**config.mk**
```make
export PLATFORM = sky130hd
export DESIGN_NAME = pipeline_ctrl
export DESIGN_NICKNAME = d
export VERILOG_FILES = /design/src/rtl/pipe_pkg.sv /design/src/rtl/pipeline_ctrl_wait_watchdog.sv /design/src/rtl/pipeline_ctrl.sv
export SDC_FILE = /design/constraint.sdc
export NUM_CORES = 1
export LEC_CHECK = 0
export CAP_MARGIN = 20
export CORE_MARGIN = 5
export CORE_UTILIZATION = 43
export CTS_BUF_LIST = sky130_fd_sc_hd__clkbuf_4 sky130_fd_sc_hd__clkbuf_8
export DETAILED_ROUTE_END_ITERATION = 10
export MAX_ROUTING_LAYER = met4
export PLACE_DENSITY = 0.81
export SYNTH_ARGS = -nofsm -noshare
export SYNTH_HDL_FRONTEND = slang
export SYNTH_SLANG_ARGS = --single-unit
```
**constraint.sdc**
```tcl
create_clock -name clk -period 1.85 [get_ports clk]
set_input_delay 0.185 -clock clk [delete_from_list [all_inputs] [get_ports clk]]
set_output_delay 0.185 -clock clk [all_outputs]
set_load 0.1 [all_outputs]
```
**src/rtl/pipe_pkg.sv**
```systemverilog
// Shared definitions for the pipeline hazard controller.
//   ctrl_state_t     : sequencer states (RUN, LU_BUB, MEM_WAIT)
//   REG_ZERO         : architectural x0; never a real dependency
//   MAX_WAIT_DEFAULT : default memory-wait cycles before the watchdog trips
package pipe_pkg;

  typedef enum logic [1:0] {
    RUN      = 2'd0,
    LU_BUB   = 2'd1,
    MEM_WAIT = 2'd2
  } ctrl_state_t;

  localparam logic [4:0] REG_ZERO         = 5'd0;
  localparam int         MAX_WAIT_DEFAULT = 64;

endpackage

```
**src/rtl/pipeline_ctrl_wait_watchdog.sv**
```systemverilog
// wait_watchdog: counts consecutive data-memory wait cycles and raises a
// sticky timeout flag once the count reaches MAX_WAIT.
// Ports:
//   clk        in  clock
//   rst        in  asynchronous active-high reset
//   wait_cycle in  pipe is frozen on dmem this cycle
//   timeout    out sticky flag, cleared only by rst
// The counter saturates at MAX_WAIT and clears on any non-wait cycle, which
// covers leaving MEM_WAIT. CNT_W must satisfy 2**CNT_W > MAX_WAIT.
module wait_watchdog
  import pipe_pkg::*;
#(
  parameter int MAX_WAIT = MAX_WAIT_DEFAULT,
  parameter int CNT_W    = 7
) (
  input  logic clk,
  input  logic rst,
  input  logic wait_cycle,
  output logic timeout
);

  localparam logic [CNT_W-1:0] MAX_CNT = CNT_W'(MAX_WAIT);

  logic [CNT_W-1:0] cnt_reg;
  logic [CNT_W-1:0] cnt_next;
  logic             timeout_reg;

  always_comb begin
    cnt_next = '0;
    if (wait_cycle) begin
      cnt_next = (cnt_reg == MAX_CNT) ? cnt_reg : cnt_reg + 1'b1;
    end
  end

  always_ff @(posedge clk or posedge rst) begin
    if (rst) begin
      cnt_reg     <= '0;
      timeout_reg <= 1'b0;
    end else begin
      cnt_reg <= cnt_next;
      // Flag rises on the same edge that the count reaches the limit.
      if (wait_cycle && cnt_next == MAX_CNT) begin
        timeout_reg <= 1'b1;
      end
    end
  end

  assign timeout = timeout_reg;

endmodule

```
**src/rtl/pipeline_ctrl.sv**
```systemverilog
// pipeline_ctrl: stall/flush sequencer for the 5-stage pipeline.
// Resolves load-use (one bubble), taken branch/jump (flush D and E) and
// multi-cycle dmem access (freeze whole pipe), with a wait watchdog.
// Ports:
//   clk, rst (async, active-high)
//   Rs1_D, Rs2_D, Rd_E, MemRead_E, PCSrc_E, MemReq_M, MemReady_M : hazard inputs
//   Stall_F, Stall_D, Flush_D, Stall_E, Flush_E, Stall_M, Flush_W : stage controls
//   Timeout_M : sticky watchdog error
//   PerfStall_o, PerfFlush_o : only when PIPELINE_CTRL_PERF_EN is defined
// Stage controls are combinational from state plus inputs; state, watchdog
// and perf counters are registered.
module pipeline_ctrl
  import pipe_pkg::*;
#(
  parameter int MAX_WAIT = MAX_WAIT_DEFAULT,
  parameter int CNT_W    = 7
) (
  input  logic        clk,
  input  logic        rst,
  input  logic [4:0]  Rs1_D,
  input  logic [4:0]  Rs2_D,
  input  logic [4:0]  Rd_E,
  input  logic        MemRead_E,
  input  logic        PCSrc_E,
  input  logic        MemReq_M,
  input  logic        MemReady_M,
  output logic        Stall_F,
  output logic        Stall_D,
  output logic        Flush_D,
  output logic        Stall_E,
  output logic        Flush_E,
  output logic        Stall_M,
  output logic        Flush_W,
`ifdef PIPELINE_CTRL_PERF_EN
  output logic [31:0] PerfStall_o,
  output logic [31:0] PerfFlush_o,
`endif
  output logic        Timeout_M
);

  ctrl_state_t state_reg;
  ctrl_state_t state_next;

  logic lu;
  logic freeze;
  logic branch_flush;

  assign lu = MemRead_E && (Rd_E != REG_ZERO) && ((Rd_E == Rs1_D) || (Rd_E == Rs2_D));
  assign freeze       = MemReq_M && !MemReady_M;
  assign branch_flush = !rst && !freeze && PCSrc_E;

  always_ff @(posedge clk or posedge rst) begin
    if (rst) begin
      state_reg <= RUN;
    end else begin
      state_reg <= state_next;
    end
  end

  // Priority freeze > PCSrc_E > lu. The ready cycle leaving MEM_WAIT falls
  // through to the normal rules, so a held lu there still gets its bubble.
  // Outputs are forced low during reset regardless of the inputs.
  always_comb begin
    state_next = state_reg;
    Stall_F    = 1'b0;
    Stall_D    = 1'b0;
    Flush_D    = 1'b0;
    Stall_E    = 1'b0;
    Flush_E    = 1'b0;
    Stall_M    = 1'b0;
    Flush_W    = 1'b0;
    if (!rst) begin
      if (freeze) begin
        Stall_F    = 1'b1;
        Stall_D    = 1'b1;
        Stall_E    = 1'b1;
        Stall_M    = 1'b1;
        Flush_W    = 1'b1;
        state_next = MEM_WAIT;
      end else if (PCSrc_E) begin
        Flush_D    = 1'b1;
        Flush_E    = 1'b1;
        state_next = RUN;
      end else if (lu && state_reg != LU_BUB) begin
        Stall_F    = 1'b1;
        Stall_D    = 1'b1;
        Flush_E    = 1'b1;
        state_next = LU_BUB;
      end else begin
        state_next = RUN;
      end
    end
  end

  wait_watchdog #(
    .MAX_WAIT (MAX_WAIT),
    .CNT_W    (CNT_W)
  ) u_watchdog (
    .clk        (clk),
    .rst        (rst),
    .wait_cycle (freeze),
    .timeout    (Timeout_M)
  );

`ifdef PIPELINE_CTRL_PERF_EN
  logic [31:0] perf_stall_reg;
  logic [31:0] perf_flush_reg;

  always_ff @(posedge clk or posedge rst) begin
    if (rst) begin
      perf_stall_reg <= '0;
      perf_flush_reg <= '0;
    end else begin
      if (Stall_F) begin
        perf_stall_reg <= perf_stall_reg + 32'd1;
      end
      if (branch_flush) begin
        perf_flush_reg <= perf_flush_reg + 32'd1;
      end
    end
  end

  assign PerfStall_o = perf_stall_reg;
  assign PerfFlush_o = perf_flush_reg;
`else
  logic unused_branch_flush;
  assign unused_branch_flush = branch_flush;
`endif

endmodule

```
==> impl_results.md <==
- Site Rows: 14
- Critical Path Sink Type: primary output
- Gr usage total: 0.171
- # port buffers: 28
- Synth Area per Inst: 8.84 um^2
- Worst R2R Path Depth: 5
- Post-synth EDFFs: 0
- Syn_nets: between 100 and 150
- Reg area: approximately 250 um^2
- Multi-input logic area: 422 um^2
- Slew @ Worst Pin: about 0.31 ns
- Outcome: finished clean
- Top post-synthesis cells by area: dfrtp_1 35%, xor2_1 11%, xnor2_1 6.2%
- Clock Path Buffers: 2
- Met1 GRT Util: 0.180
- Initial DRC count: 7
- Final Util: 0.758
- Routability cong.: a little under 0.9
- Rel. slew slack: 0.790
- Mapped Area: between 700 and 800 um^2
- Slowest cell on the critical path: or4_4
- LEAKAGE: 0.548 nW
- Synth area leader: dfrtp_1
- Internal reg-to-reg setup slack: about 0.21 ns
- HPWL Detailed: roughly 1600 um
- Antenna Nets Post-Route: 0
- Cell variety after synth: 29
- TritonCTS Buffers: 3
- Via/cell ratio: between 5 and 6
- Worst setup margin: between 0.06 and 0.07 ns
- Clock slew at reported path FFs: approximately 0.070 ns
- Diode count: 0
- Max reg flops: 7
- CTS tree: yes
- Die ar.: 2550 um^2
- Finished Cell Area: roughly 1200 um^2
- Synth Register Bits: 10
- Die Y-Extent: between 50 and 60 um
- Post-synth top cells: 10 x dfrtp_1, 10 x nor2_1, 9 x xor2_1
- Avg WL per Cell: 14.7 um
- Clock latency on the worst-skew pair: approximately 0.27 ns
- Yosys Warn Count: 0
- Dpl ws: -0.178 ns
- WP data required: ~1.7 ns
- Dpl cell area: about 1100 um^2
- H-tree levels: 1
- CP cell instances: dlygate4sd2_1 -> or4_4 -> o221ai_2 -> a21oi_2 -> a31o_2 -> buf_12
- Routed via count: 710
- GR peak layer: met2
- Root Driver: clkbuf_4
- Async SR Flop Fraction: 1.00
- # nets final: 140
- CP startpoint kind: input pin
- Crit path time final: 1.78 ns
- Dominant synthesized flop cell: dfrtp_1
- Final Hold Fails: 0
- VDD IR max: between 0.3 and 0.4 mV
- Crit-path max cell delay: roughly 0.53 ns
- Total power: 631 uW
- First-pass GRT wire length: ~3200 um
- I/O pin count: 29
- Arrival time worst endpoint: approximately 1.6 ns
- Fill cell count: around 110
- Fin. max-slew vios: 0
- Worst Skew: 0.00672 ns
- Clk sinks: 10
- Fmax: 561 MHz
- Met3 Use GR: 0.0355
- Initial core utilization: 0.459
- Layout cells sized above 1: 0.250
- Pwr Density: 540 nW/um^2
- 1st-pass router iterations: 4
- R2R Path End: u_watchdog.timeout
- Cell count after synthesis: 80
- Share of the synthesized area in the top cell type: 0.354
- Top delay family on crit path: simple AND/OR/NAND/NOR gates
- Largest net degree at the start of global routing: 13
- Total grt overflow: 0
- WP buf/inv: 2
- Core area: about 1500 um^2
- Final number of setup-violating endpoints: 0
- Max-Cap Viols: 0
- Unrepaired setup endpoints after global routing: false
- Seq/Total Area, Yosys: 0.354
- Die Width: 50.5 um
- Crit-path max FO: 3
- RR Startpoint: u_watchdog.cnt_reg[0]
- Met2 Resource Use GR: 0.295
- Initial antenna violation count: 0
- DRC errors left: 0
- Drt total wl: 1940 um
- Period utilization: 0.964
- Hold/Removal Path Class: input pin to async pin
- Area delta synth->final: 65.3%
- Number of global-route vias before repair: 758
- Crit Path Category: input pin to primary output
==> layer usage <==
| layer | vias to the layer above | routed length (um) | share of wire |
|---|---|---|---|
| li1 | 344 | - | - |
| met2 | 22 | 1060 | 0.55 |
| met1 | 339 | 748 | 0.39 |
| met5 | - | 0 | 0 |
| met4 | 0 | 42 | 0.022 |
| met3 | 5 | 88 | 0.045 |
==> tightest hold or removal path, delay by kind of cell <==
family / cells / cell delay, ns
buffers and inverters: 3 / 0.68
==> final cells by class <==
| class | count | area share |
|---|---|---|
| multi-input cells | 60 | 0.361 |
| clock buffers | 4 | 0.0310 |
| well taps | 16 | 0.0171 |
| repair buffers | 37 | 0.361 |
| flip-flops and latches | 10 | 0.214 |
| inverters | 5 | 0.0161 |
==> kinds of logic after synthesis <==
logic type	Yosys count	synth area share
AND/OR/NAND/NOR	32	0.232
XOR/XNOR	14	0.173
AO/OA/AOI/OAI	12	0.135
buffers and inverters	10	0.0708
flip-flops	10	0.354
adder cells (fa/ha/maj)	2	0.0354
==> metrics by stage <==
step / TNS, ns / hold slack, ns / std cells
after floorplan: -0.100 / 0.0387 / 80
after global placement: -0.394 / 0.489 / 126
after detailed placement: -0.473 / 0.500 / 126
after CTS: 0 / 0.255 / 131
after global routing: 0 / 0.283 / 132
final: 0 / 0.246 / 132
==> where the power goes <==
part	total (mW)	leakage, nW	switching, mW	internal, mW
Clock	0.200	0.0210	0.0802	0.120
Sequential	0.228	0.138	0.00536	0.223
Combinational	0.203	0.390	0.107	0.0958
Total	0.631	0.548	0.193	0.438
==> worst max path at each step <==
stage               depth (start not counted)      end        from
finish                                      6  Flush_E     Rd_E[1]
floorplan                                   5  Stall_F  MemReady_M
global route                                6  Flush_E     Rd_E[1]
global placement                            6  Flush_E     Rd_E[1]
detailed placement                          8  Flush_E     Rd_E[2]
CTS                                         7  Flush_E    Rs1_D[4]
==> layout by cell type (no fill, tap or decap), drive strengths merged, types with 2 or more instances in the layout <==
cell type,Yosys,routed
nor3,3,3
dlymetal6s2s,0,5
dfrtp,10,10
inv,5,5
nand3,4,4
a21oi,3,3
buf,3,17
nor2,10,10
nand2,4,4
o21ai,2,2
ha,2,2
nand4,3,3
clkbuf,2,5
dlygate4sd2,0,4
clkdlybuf4s50,0,10
xnor2,5,5
xor2,9,9
nor3b,2,2
a21o,3,3
==> repair_timing <==
item / 4_1_cts / 5_1_grt
gates cloned: 0 / 0
pin swaps: 7 / 6
hold buffers: 0 / 0
resized for setup: 5 / 8
endpoints found under the setup margin: 3 / 3
setup buffers: 1 / 1
Power figures use the tool's default switching activity.
